`config.mk`:
```
export PLATFORM = sky130hd
export DESIGN_NAME = sha_result_fifo
export DESIGN_NICKNAME = d
export VERILOG_FILES = /design/src/rtl/sha_result_fifo.sv
export SDC_FILE = /design/constraint.sdc
export NUM_CORES = 1
export LEC_CHECK = 0
export CAP_MARGIN = 25
export CELL_PAD_IN_SITES_DETAIL_PLACEMENT = 0
export CELL_PAD_IN_SITES_GLOBAL_PLACEMENT = 1
export CORE_AREA = 2 2 350 352
export DETAILED_ROUTE_END_ITERATION = 8
export DIE_AREA = 0 0 352 354
export GPL_ROUTABILITY_DRIVEN = 0
export PLACE_DENSITY = 0.7
export SYNTH_ARGS = -nofsm -noshare
export SYNTH_HDL_FRONTEND = slang
export SYNTH_SLANG_ARGS = --single-unit
```
`constraint.sdc`:
```
create_clock -name clk_i -period 19.1 [get_ports clk_i]
set_clock_uncertainty 0.2 [all_clocks]
set_input_delay 4.775 -clock clk_i [delete_from_list [all_inputs] [get_ports clk_i]]
set_output_delay 4.775 -clock clk_i [all_outputs]
set_load 0.01 [all_outputs]
```
`src/rtl/sha_result_fifo.sv`:
```
// Synchronous first-word-fall-through FIFO for {nonce, digest} result entries.
// DEPTH must be a power of two so the pointers wrap naturally.
module sha_result_fifo #(
  parameter int WIDTH = 288,
  parameter int DEPTH = 4
) (
  input  logic             clk_i,
  input  logic             rst_i,
  input  logic             push_i,
  input  logic [WIDTH-1:0] wdata_i,
  input  logic             pop_i,
  output logic [WIDTH-1:0] rdata_o,
  output logic             full_o,
  output logic             empty_o
);

  localparam int AW = (DEPTH > 1) ? $clog2(DEPTH) : 1;
  localparam int CW = AW + 1;

  logic [WIDTH-1:0] mem_q [DEPTH];
  logic [AW-1:0]    wr_ptr_q, wr_ptr_d;
  logic [AW-1:0]    rd_ptr_q, rd_ptr_d;
  logic [CW-1:0]    count_q, count_d;
  logic             do_push;
  logic             do_pop;

  assign full_o  = (count_q == CW'(DEPTH));
  assign empty_o = (count_q == '0);
  assign do_pop  = pop_i & ~empty_o;
  // A simultaneous pop frees the slot, so a push into a full FIFO is accepted then.
  assign do_push = push_i & (~full_o | do_pop);
  assign rdata_o = mem_q[rd_ptr_q];

  always_comb begin
    wr_ptr_d = do_push ? wr_ptr_q + AW'(1) : wr_ptr_q;
    rd_ptr_d = do_pop  ? rd_ptr_q + AW'(1) : rd_ptr_q;
    count_d  = count_q;
    if (do_push && !do_pop) begin
      count_d = count_q + CW'(1);
    end else if (!do_push && do_pop) begin
      count_d = count_q - CW'(1);
    end
  end

  always_ff @(posedge clk_i) begin
    if (do_push) begin
      mem_q[wr_ptr_q] <= wdata_i;
    end
  end

  always_ff @(posedge clk_i) begin
    if (rst_i) begin
      wr_ptr_q <= '0;
      rd_ptr_q <= '0;
      count_q  <= '0;
    end else begin
      wr_ptr_q <= wr_ptr_d;
      rd_ptr_q <= rd_ptr_d;
      count_q  <= count_d;
    end
  end

endmodule

```
==> flow_metrics.py <==
metrics = {
    "pwr": {
        "irDropWorstVdd_mv": 0.113,
        "power.leakage_nw": 16.6,
        "power_mw": 7.00,
        "powerDensity_nw_per_um2": 131,
    },
    "setup_path": {
        "crit_path_start_kind": "register",
        "slowest_stage": "dfxtp_4",
        "crit_fanout": 46,
        "cp_slowest_stage_delay_ns": 0.92,
        "cp-end-kind": "output pin",
        "crit_top_cell": "buf_4",
        "cp_cell_sequence": "buf_4 > buf_4 > buf_16 > buf_4 > mux4_2 > clkdlybuf4s50_1",
        "cp.arrival_ns": 5.24,
        "reg2reg_from": "count_q[0]",
        "r2r_setup_slack_ns": 14.64,
        "critical_path_class": "register to output pin",
        "worst_r2r_path_depth": 6,
        "required_ns": 14.12,
        "r2r_end": "mem_q[0][227]",
    },
    "routing": {
        "drt_first_iter_violations": 1209,
        "wl_per_cell_um": 23.1,
        "viasPerCell": 4.80,
        "drcViolationCount": 0,
        "wirelength_mm": 91.0,
        "first_pass_iters": 5,
        "vias": 18900,
        "ant_nets": 0,
    },
    "clock_tree": {
        "post_cts_resize_count": 0,
        "clkLatencyLatePin_ns": 0.69,
        "cts_buffers": 117,
        "cts_setup_buffers": 0,
        "cts_sinks": 1161,
        "ctsHoldBuffers": 0,
        "htreeDepth": 3,
        "cts_root_buffer": "clkbuf_16",
        "clk_pin_slew_ns": 0.06,
        "cts_buffer_depth": 3,
        "tritoncts": "yes",
    },
    "yosys": {
        "synth_cell_types": 23,
        "ys_ff_latch": 1161,
        "yosysTopAreaCell": "edfxtp_1",
        "avgSynthCellArea_um2": 27.1,
        "synthesis.area_um2": 42000,
        "synthTopCellsByArea": "edfxtp_1, mux4_2, buf_6, dfxtp_1, buf_2",
        "synth_nets": 1850,
        "ys_seq_area_share_pct": 82.7,
        "synth.top_cell.area_share_pct": 82.3,
        "ys_warn_count": 0,
        "synth_cells": 1552,
    },
    "cells_and_area": {
        "final_nets": 2517,
        "final_cells": 3941,
        "final_cell_mix": "edfxtp_1, clkdlybuf4s50_1, mux4_2",
        "area_growth_pct": 27.4,
        "layout_commonest_cell": "edfxtp_1",
        "fin_area_um2": 53500,
        "drive_gt1_share_pct": 21.0,
    },
    "global_routing": {
        "grt_util_all_layers_pct": 14.4,
        "grt_pass1_vias": 20400,
        "grt_pass1_wl_mm": 135,
        "grt_max_degree": 68,
        "antenna_found_initial": 23,
        "overflow": 0,
    },
    "placed_design": {
        "port_buffers": 581,
        "place_inst": 3723,
        "post_dp_cell_area_um2": 49700,
        "dpl.hpwl_mm": 55.9,
    },
    "worst_hold_path": {
        "holdCritPathClass": "register to register",
        "min_from": "count_q[2]",
        "hold_depth": 2,
        "holdPathEnd": "count_q[2]",
    },
    "job": {
        "max_cap_viol_count": 0,
    },
    "sta": {
        "setup_tns_ns": 0,
        "hold_viol": 0,
        "min_period_ns": 10.21,
        "fmaxAchievable_mhz": 97.9,
        "maxSlewViolCount": 0,
        "maxSlewHeadroom_pct": 30.2,
        "fin_crit_sh_pct": 53.5,
        "grt_setup_unrepaired": "no",
        "worst_pin_slew_ns": 1.05,
        "final-setup-viol-count": 0,
    },
    "die": {
        "coreArea_um2": 121000,
        "rows": 128,
        "initial_utilization_pct": 34.8,
        "dieArea_um2": 125000,
        "die_h_um": 354,
        "die_x_um": 352,
        "io_pins": 582,
    },
    "run_status": {
        "outcome": "finished, final reports clean",
    },
}
## power by group
| part | total [mW] | internal [mW] | switching [mW] |
|---|---|---|---|
| Combinational | 1.68 | 0.922 | 0.755 |
| Clock | 2.23 | 1.28 | 0.950 |
| Sequential | 3.10 | 3.02 | 0.0739 |
## sequential cells by signal (all words and copies together), names as in the netlist, named ones only
register	count
mem_q	1152
count_q	3
rd_ptr_q	2
wr_ptr_q	2
## worst max-delay path: cells and delay by family (launching register included)
| family | cells | cell delay (ns) |
|---|---|---|
| buf+inv | 5 | 2.81 |
| flops | 1 | 0.92 |
| mux | 1 | 0.62 |
## how the worst max path moves through the flow
stage	end	startpoint	depth (start not counted)
3_5_place_dp	rdata_o[65]	register	5
4_1_cts	rdata_o[65]	register	5
3_3_place_gp	rdata_o[65]	register	5
5_1_grt	rdata_o[65]	register	6
2_1_floorplan	mem_q[0][0]	pop_i	3
6_report	rdata_o[46]	register	6
## stage by stage
step                setup WS, ns  utilization [%]  hold slack, ns
global placement            9.20             41.0           0.291
floorplan                   6.59                -           0.282
finish                      8.89             44.3           0.325
detailed placement          9.14             41.1           0.307
global route                8.27             44.3           0.370
CTS                         8.36             44.2           0.329
## synth_stat cells (all sizes together)
cell       n
fa         1
mux2i      2
a21boi     1
mux4     288
nand2b     2
inv        4
dfxtp      9
mux2       1
o311ai     1
nor3b      1
xor2       4
o21ai      1
a21oi      1
o31ai      1
and2       4
clkbuf     7
or3        1
edfxtp  1152
ha         5
nor2       7
nor3       1
buf       58
## area by class of cell
class | instances | area [um^2]
diodes | 7 | 17.5
clock buffers | 143 | 3030
clock inverters | 66 | 739
fillers | 10000 | 67400
inverters | 4 | 15.0
multi-input cells | 322 | 6770
flip-flops and latches | 1161 | 34800
well taps | 1625 | 2030
repair buffers | 613 | 6160
## routing by layer
layer	track usage, %	up-vias	part of all wire (%)
li1	-	8129	-
met1	17.4	9984	38
met2	24.0	616	51
met3	5.59	148	8.9
met4	4.21	32	2.1
met5	0	-	0.23
## logic make-up (layout without fill, tap and decap cells)
| kind of cell | after synthesis | after routing | synth area share (%) |
|---|---|---|---|
| AOI/OAI and AO/OA | 5 | 5 | 0.0893 |
| xor gates and xnor gates | 4 | 4 | 0.0833 |
| adders and majority gates | 6 | 6 | 0.196 |
| buffers and inverters | 69 | 826 | 1.18 |
| DFF | 1161 | 1161 | 82.7 |
| muxes | 291 | 291 | 15.5 |
| other | 0 | 7 | 0 |
| and+or+nand+nor | 16 | 16 | 0.208 |
Note: power is estimated with default switching activity, not from simulation.
